`config.mk`:
```
export PLATFORM = sky130hd
export DESIGN_NAME = fft_din_pingpong
export DESIGN_NICKNAME = d
export VERILOG_FILES = /design/src/rtl/fft_din_pingpong.sv
export SDC_FILE = /design/constraint.sdc
export NUM_CORES = 1
export LEC_CHECK = 0
export CORE_MARGIN = 1.5
export CORE_UTILIZATION = 28
export DETAILED_ROUTE_END_ITERATION = 10
export PLACE_DENSITY = 0.57
export SYNTH_ARGS = -nofsm -noshare
export SYNTH_HDL_FRONTEND = slang
export SYNTH_SLANG_ARGS = --single-unit
```
`constraint.sdc`:
```
create_clock -name clk -period 4.45 [get_ports clk]
set_input_delay 0.89 -clock clk [delete_from_list [all_inputs] [get_ports clk]]
set_output_delay 0.89 -clock clk [all_outputs]
set_load 0.02 [all_outputs]
```
`src/rtl/fft_din_pingpong.sv`:
```
// Two-bank frame buffer between the USB frame source and the FFT core input.
// Frames leave in arrival order, optionally with lanes permuted into bit-reversed order.
module fft_din_pingpong #(
  parameter int NPOINT = 3,
  parameter int DW     = 16,
  parameter int BITREV = 1
) (
  input  logic                     clk,
  input  logic                     rst_n,
  input  logic                     in_valid,
  output logic                     in_busy,
  input  logic [DW*(2**NPOINT)-1:0] in_real,
  input  logic [DW*(2**NPOINT)-1:0] in_imag,
  output logic                     out_valid,
  input  logic                     out_busy,
  output logic [DW*(2**NPOINT)-1:0] out_real,
  output logic [DW*(2**NPOINT)-1:0] out_imag,
  output logic [15:0]              frame_cnt,
  output logic                     drop_stall
);

  localparam int NL = 2**NPOINT;
  localparam int W  = DW*NL;

  logic [1:0][W-1:0] bank_real_q, bank_real_d;
  logic [1:0][W-1:0] bank_imag_q, bank_imag_d;
  logic [1:0]        full_q, full_d;
  logic              wr_sel_q, wr_sel_d;
  logic              rd_sel_q, rd_sel_d;
  logic [15:0]       frame_cnt_q, frame_cnt_d;
  logic              drop_stall_q, drop_stall_d;
  logic [W-1:0]      out_real_q, out_real_d;
  logic [W-1:0]      out_imag_q, out_imag_d;
  logic              wr_en, rd_en;

  function automatic logic [NPOINT-1:0] rev_idx(input logic [NPOINT-1:0] k);
    logic [NPOINT-1:0] r;
    for (int i = 0; i < NPOINT; i++) r[i] = k[NPOINT-1-i];
    return r;
  endfunction

  function automatic logic [W-1:0] map_lanes(input logic [W-1:0] x);
    logic [W-1:0]      y;
    logic [NPOINT-1:0] src;
    y = '0;
    for (int k = 0; k < NL; k++) begin
      src = (BITREV != 0) ? rev_idx(NPOINT'(k)) : NPOINT'(k);
      y[DW*k +: DW] = x[DW*src +: DW];
    end
    return y;
  endfunction

  assign in_busy    = full_q[wr_sel_q];
  assign out_valid  = full_q[rd_sel_q];
  assign out_real   = out_real_q;
  assign out_imag   = out_imag_q;
  assign frame_cnt  = frame_cnt_q;
  assign drop_stall = drop_stall_q;

  assign wr_en = in_valid && !full_q[wr_sel_q];
  assign rd_en = full_q[rd_sel_q] && !out_busy;

  always_comb begin
    full_d       = full_q;
    wr_sel_d     = wr_sel_q;
    rd_sel_d     = rd_sel_q;
    bank_real_d  = bank_real_q;
    bank_imag_d  = bank_imag_q;
    frame_cnt_d  = frame_cnt_q;
    drop_stall_d = in_valid && full_q[wr_sel_q];
    // Read and write can never target the same bank in one cycle.
    if (rd_en) begin
      full_d[rd_sel_q] = 1'b0;
      rd_sel_d         = ~rd_sel_q;
    end
    if (wr_en) begin
      full_d[wr_sel_q]      = 1'b1;
      bank_real_d[wr_sel_q] = in_real;
      bank_imag_d[wr_sel_q] = in_imag;
      wr_sel_d              = ~wr_sel_q;
      frame_cnt_d           = frame_cnt_q + 16'd1;
    end
    // Output register tracks the next head-of-queue so data is ready one cycle after accept.
    out_real_d = full_d[rd_sel_d] ? map_lanes(bank_real_d[rd_sel_d]) : '0;
    out_imag_d = full_d[rd_sel_d] ? map_lanes(bank_imag_d[rd_sel_d]) : '0;
  end

  always_ff @(posedge clk) begin
    if (!rst_n) begin
      full_q       <= '0;
      wr_sel_q     <= 1'b0;
      rd_sel_q     <= 1'b0;
      frame_cnt_q  <= '0;
      drop_stall_q <= 1'b0;
      out_real_q   <= '0;
      out_imag_q   <= '0;
    end else begin
      full_q       <= full_d;
      wr_sel_q     <= wr_sel_d;
      rd_sel_q     <= rd_sel_d;
      frame_cnt_q  <= frame_cnt_d;
      drop_stall_q <= drop_stall_d;
      out_real_q   <= out_real_d;
      out_imag_q   <= out_imag_d;
    end
  end

  always_ff @(posedge clk) begin
    bank_real_q <= bank_real_d;
    bank_imag_q <= bank_imag_d;
  end

endmodule

```
==> results of run 1 <==
==> layout make-up <==
class                      instances  area [sq um]
clock buffer                     124          2570
sequential                       789         15800
antenna                           12          30.0
multi-input combinational       1363         10200
timing repair buffer             568          5800
tap                             1265          1580
inverter                           3          11.3
fill                            9291         58600
clock inverter                    36           393
==> cell families (layout without fill, tap and decap cells) <==
| family | Yosys count | in the layout | synth area share, % |
|---|---|---|---|
| adders and majority gates | 1 | 1 | 0.0465 |
| buffers and inverters | 148 | 731 | 3.28 |
| DFF | 789 | 789 | 58.7 |
| and+or+nand+nor | 823 | 823 | 13.0 |
| xor gates and xnor gates | 10 | 10 | 0.326 |
| muxes | 517 | 517 | 24.4 |
| AOI/OAI and AO/OA | 12 | 12 | 0.279 |
| other | 0 | 12 | 0 |
==> path summary, 6_finish.rpt <==
kind               startpoint          endpoint  slack, ps
max                  wr_sel_q           in_busy       1410
min          bank_imag_q[120]  bank_imag_q[120]        460
max reg2reg          wr_sel_q       out_real[2]       2170
min reg2reg  bank_imag_q[120]  bank_imag_q[120]        460
==> synthesized netlist by cell type, types with 4 or more instances <==
master	n
a21oi_1	5
buf_1	13
buf_2	48
buf_6	35
clkbuf_1	48
dfxtp_1	789
mux2_2	316
mux2_4	196
nand2_1	12
nand3_1	6
nand4_1	4
nor2_1	524
nor3_1	260
nor4_1	4
xnor2_1	7
==> layer usage <==
metal / vias up / part of all wire, %
met4: 12 / 2.9
met5: - / 0.099
li1: 8751 / -
met2: 344 / 48
met3: 113 / 5.5
met1: 8563 / 43
==> registers in the layout (all words and copies together), names as in the netlist <==
register     flops
drop_stall       1
bank_real_q    256
out_imag       128
full_q           2
rd_sel_q         1
wr_sel_q         1
frame_cnt       16
out_real       128
bank_imag_q    256
==> worst register-to-register path, delay by kind of cell (launching register included) <==
kind / cells / cell delay [ps]
buffers and inverters: 2 / 760
AO/OA/AOI/OAI: 1 / 300
flip-flops: 1 / 420
AND/OR/NAND/NOR: 3 / 690
==> cells in the final DEF (no fill, tap or decap), types with 2 or more instances in the layout <==
| master | n |
|---|---|
| clkinv_8 | 2 |
| nor3_1 | 260 |
| diode_2 | 12 |
| clkdlybuf4s50_1 | 534 |
| o21ai_0 | 3 |
| clkinv_2 | 23 |
| mux2_2 | 316 |
| mux2_4 | 196 |
| mux2i_1 | 3 |
| nor2_1 | 524 |
| nand2b_1 | 3 |
| nand3_1 | 6 |
| nand4_1 | 4 |
| dfxtp_1 | 789 |
| clkbuf_8 | 21 |
| clkbuf_16 | 89 |
| or3_1 | 2 |
| clkbuf_1 | 14 |
| and3_1 | 3 |
| buf_12 | 16 |
| a21oi_1 | 5 |
| nand2_1 | 12 |
| xnor2_1 | 7 |
| nand3b_1 | 2 |
| nor4_1 | 4 |
| inv_16 | 2 |
| bufinv_16 | 6 |
| buf_4 | 18 |
| inv_1 | 2 |
| xor2_1 | 3 |
==> stage by stage <==
step / utilization, % / hold slack, ps / power (mW)
2_1_floorplan: - / 440 / 12.1
3_3_place_gp: 35.2 / 453 / 13.5
3_5_place_dp: 35.2 / 454 / 13.5
4_1_cts: 38.3 / 468 / 21.0
5_1_grt: 38.3 / 475 / 21.8
6_report: 38.3 / 464 / 20.7
==> power breakdown <==
part / total, mW / internal [mW] / switching [mW]
sequential: 9.06 / 8.68 / 0.381
combinational: 4.31 / 2.31 / 2.00
clock: 7.36 / 4.38 / 2.97
total: 20.7 / 15.4 / 5.35
==> impl_metrics.json, run 1 <==
{
  "cts_tree": "done",
  "die_h_microns": 313,
  "synth_area_per_cell_sq_um": 11.7,
  "setup_tns_ps": 0,
  "rsz0062_at_grt": "false",
  "outcome": "completed",
  "first_pass_iters": 4,
  "endpoint_kind": "output pin",
  "max_stage_delay_ps": 570,
  "cp.depth": 3,
  "max_slew_margin_pct": 38.3,
  "hold_path_class": "flip-flop to flip-flop",
  "use_met3_pct": 3.95,
  "arrival_ps": 2150,
  "drtAntennaViolNets": 0,
  "dpl-instance-area_sq_um": 33400,
  "gr-usage-met2_pct": 23.6,
  "start_util_pct": 28.3,
  "core_sq_um": 95000,
  "num_rows": 113,
  "reg2reg_depth": 6,
  "seq_area_frac_synth_pct": 58.7,
  "synth_edf_count": 0,
  "num_io_pins": 535,
  "grt.busiest_layer": "met2",
  "dieArea_sq_um": 97900,
  "post_cts_buffers": 0,
  "die_w_microns": 313,
  "cts_sinks": 789,
  "syn_to_final_growth_pct": 35.5,
  "insertion_delay_ps": 650,
  "pre_cts_ws_ps": 973,
  "finClkSkew_ps": 15.9,
  "crit_path_start_kind": "flip-flop",
  "viasPerCell": 4.27,
  "netlist.area_leader.share_pct": 58.7,
  "ir_drop_mv": 0.310,
  "fin_crit_ps": 3040,
  "cts-root-buf": "clkbuf_16",
  "drc": 0,
  "hold_buffers": 0,
  "synth_cells": 2300,
  "grt_max_degree": 129,
  "synth_cell_types": 35,
  "finalCritPeriodShare_pct": 68.4,
  "cts_buffer_depth": 3,
  "cp_max_fo": 13,
  "synth-main-ff-cell": "dfxtp_1",
  "ys_ff_latch": 789,
  "leakagePower_nw": 14.9,
  "path_class": "flip-flop to output pin",
  "final_nets": 3073,
  "synth_area_leaders": "dfxtp_1 (59%), mux2_2 (13%), mux2_4 (11%)",
  "setup_slack_ps": 1410,
  "critPathBufInv": 2,
  "hold_depth": 1,
  "ctsResizeCount": 0,
  "grt_pass1_vias": 17865,
  "layout-drive-gt1-share_pct": 24.2,
  "slowest_stage": "clkdlybuf4s50_1",
  "netlist_area_sq_um": 26900,
  "finalHoldViolCount": 0,
  "path_delay_family": "buffers and inverters",
  "async_flop_share_pct": 0,
  "gp_congestion": 0.774,
  "synth_warnings": 0,
  "synth_area_leader_cell": "dfxtp_1",
  "grt_pass1_wl_microns": 109000,
  "final_max_slew_viol_count": 0,
  "finalWirelength_microns": 72000,
  "cp_cell_sequence": "mux2i_2 > inv_2 > clkdlybuf4s50_1",
  "wl_per_cell_microns": 17.3,
  "overflow": 0,
  "max_freq_mhz": 329,
  "syn_nets": 2561,
  "drv_cap": 0,
  "pwr_density_cell_nw_per_um2": 569,
  "dp.cells": 3988,
  "drt_iter0_drc": 847,
  "design_area_sq_um": 36400,
  "htree_num_levels": 3,
  "grt_usage_pct": 14.3,
  "grtUsageMet1_pct": 17.2,
  "hpwlAfterDp_microns": 46500,
  "antenna_found_initial": 17,
  "crit_required_ps": 3560,
  "vias": 17783,
  "path_clk_slew_ps": 60,
  "final_cells": 4160,
  "setup_violations": 0,
  "place.port_buffers": 534,
  "tightestPinTransition_ps": 925,
  "cts_buffers": 87
}
(Power assumes the default switching activity.)
==> run 2, diff against run 1 <==
==> constraint.sdc (replaced) <==
create_clock -name clk -period 3.15 [get_ports clk]
set_input_delay 0.63 -clock clk [delete_from_list [all_inputs] [get_ports clk]]
set_output_delay 0.63 -clock clk [all_outputs]
set_load 0.02 [all_outputs]
==> run 2 against run 1 <==
Clock skew up 1.9 ps; critical path depth unchanged; power up 41%; global-route usage up 0.093 points; non-clock buffer count up 22; cell count up 0.38%; die area unchanged; critical path type unchanged; final area up 0.80%.
==> impl_metrics.json, run 2 (synthesis gave the netlist of run 1 again) <==
{
  "outcome": "completed",
  "finalWirelength_microns": 72100,
  "final_max_slew_viol_count": 0,
  "overflow": 0,
  "grt_max_degree": 117,
  "cts_sinks": 789,
  "hpwlAfterDp_microns": 48600,
  "finClkSkew_ps": 17.8,
  "post_cts_buffers": 0,
  "die_h_microns": 313,
  "final_nets": 3095,
  "netSwitchingFraction_pct": 25.4,
  "ir_drop_mv": 0.363,
  "hold_buffers": 0,
  "num_rows": 113,
  "largest_registers": "bank_imag_q (256), bank_real_q (256)",
  "htree_num_levels": 3,
  "p_clk_share_pct": 35.3,
  "n_fill_cell": 9330,
  "num_io_pins": 535,
  "start_util_pct": 28.3,
  "setup_slack_ps": 305,
  "drtAntennaViolNets": 0,
  "drt_iter0_drc": 728,
  "utilization_pct": 38.6,
  "dpl-instance-area_sq_um": 33800,
  "ctsResizeCount": 0,
  "first_pass_iters": 6,
  "wl_per_cell_microns": 17.3,
  "viasPerCell": 4.25,
  "grt_usage_pct": 14.4,
  "grt_pass1_wl_microns": 110000,
  "arrival_ps": 2220,
  "endpoint_kind": "output pin",
  "fin_crit_ps": 2850,
  "pwr_density_cell_nw_per_um2": 799,
  "dieArea_sq_um": 97900,
  "intPower_mw": 21.9,
  "cts_buffers": 87,
  "layout-drive-gt1-share_pct": 24.6,
  "max_slew_margin_pct": 25.0,
  "die_w_microns": 313,
  "cts-root-buf": "clkbuf_16",
  "rsz0062_at_grt": "false",
  "path_clk_slew_ps": 60,
  "cts_tree": "done",
  "hold_path_class": "flip-flop to flip-flop",
  "layout_common_cells": "dfxtp_1 (789), clkdlybuf4s50_1 (534), nor2_1 (524)",
  "place.port_buffers": 534,
  "cts_buffer_depth": 3,
  "pre_cts_ws_ps": 229,
  "crit_required_ps": 2520,
  "final_common_cell": "dfxtp_1",
  "design_area_sq_um": 36700,
  "core_sq_um": 95000,
  "finalHoldViolCount": 0,
  "grt_pass1_vias": 17829,
  "leakagePower_nw": 15.0,
  "switchingPower_mw": 7.46,
  "pwr-share-seq_pct": 43.8,
  "insertion_delay_ps": 640,
  "vias": 17754,
  "finalCritPeriodShare_pct": 90.3,
  "drc": 0,
  "setup_tns_ps": 0,
  "gp_congestion": 0.766,
  "path_class": "flip-flop to output pin",
  "comb_power_share_pct": 20.9,
  "cp_max_fo": 13,
  "antenna_found_initial": 11,
  "drv_cap": 0,
  "setup_violations": 0,
  "syn_to_final_growth_pct": 36.5,
  "tightestPinTransition_ps": 1120,
  "crit_path_start_kind": "flip-flop",
  "max_freq_mhz": 351
}
## run 2: changes by cell type in the layout (fill, tap and decap cells not counted), sizes merged
cell	before	now
buf	34	56
clkinvlp	1	0
clkinv	26	14
inv	6	10
bufinv	6	7
diode	12	8
clkbuf	124	130
## run 2: path summary, 6_finish.rpt
kind                                  startpoint          endpoint  slack, ps  cells after the start
worst max-delay path                    wr_sel_q           in_busy        300                      3
worst min-delay path            bank_real_q[102]  bank_real_q[102]        470                      1
worst max register to register          rd_sel_q     out_real[104]        870                      6
worst min register to register  bank_real_q[102]  bank_real_q[102]        470                      1
## run 2: worst max-delay path, cell delays in order, from the launching register on
cell and delay, ps:
dfxtp_1 430, mux2i_2 380, inv_2 190, clkdlybuf4s50_1 570
## run 2: area by class of cell
| cell class | instances | area, sq um | area share, % |
|---|---|---|---|
| diodes | 8 | 20.0 | 0.0545 |
| clock buffers | 130 | 2590 | 7.06 |
| clock inverters | 28 | 344 | 0.937 |
| inverters | 3 | 11.3 | 0.0307 |
| multi-input cells | 1363 | 10200 | 27.9 |
| flip-flops and latches | 789 | 15800 | 43.0 |
| well taps | 1265 | 1580 | 4.31 |
| repair buffers | 590 | 6130 | 16.7 |
## run 2: routing by layer
layer	share of wire [%]	global-route usage [%]	routed length [microns]
met4	2.8	5.70	2020
met5	0.079	0	57
met3	5.5	3.92	3970
met2	48	23.8	34900
met1	43	17.6	31100
## run 2: power groups by stage
stage | clock [mW] | combinational, mW | sequential (mW)
final | 10.3 | 6.13 | 12.9
after global routing | 11.1 | 6.65 | 13.1
after CTS | 10.6 | 6.18 | 12.9
after detailed placement | 0 | 6.15 | 13.1
after global placement | 0 | 6.09 | 13.0
after floorplan | 0 | 3.69 | 13.4
## run 2: metrics by stage
stage          power, mW  hold WS (ps)  cells
3_5_place_dp        19.2           454   4010
6_report            29.3           468   4176
2_1_floorplan       17.1           440   2300
4_1_cts             29.7           471   4168
3_3_place_gp        19.1           451   4010
5_1_grt             30.8           477   4175
==> run 3, diff against run 2 <==
--- a/config.mk
+++ b/config.mk
@@ -5,6 +5,7 @@
 export SDC_FILE = /design/constraint.sdc
 export NUM_CORES = 1
 export LEC_CHECK = 0
+export CAP_MARGIN = 10
 export CORE_MARGIN = 1.5
 export CORE_UTILIZATION = 28
 export DETAILED_ROUTE_END_ITERATION = 10
==> results of run 3 <==
Same layout as run 2: the final DEF is identical, and so are final timing and power.
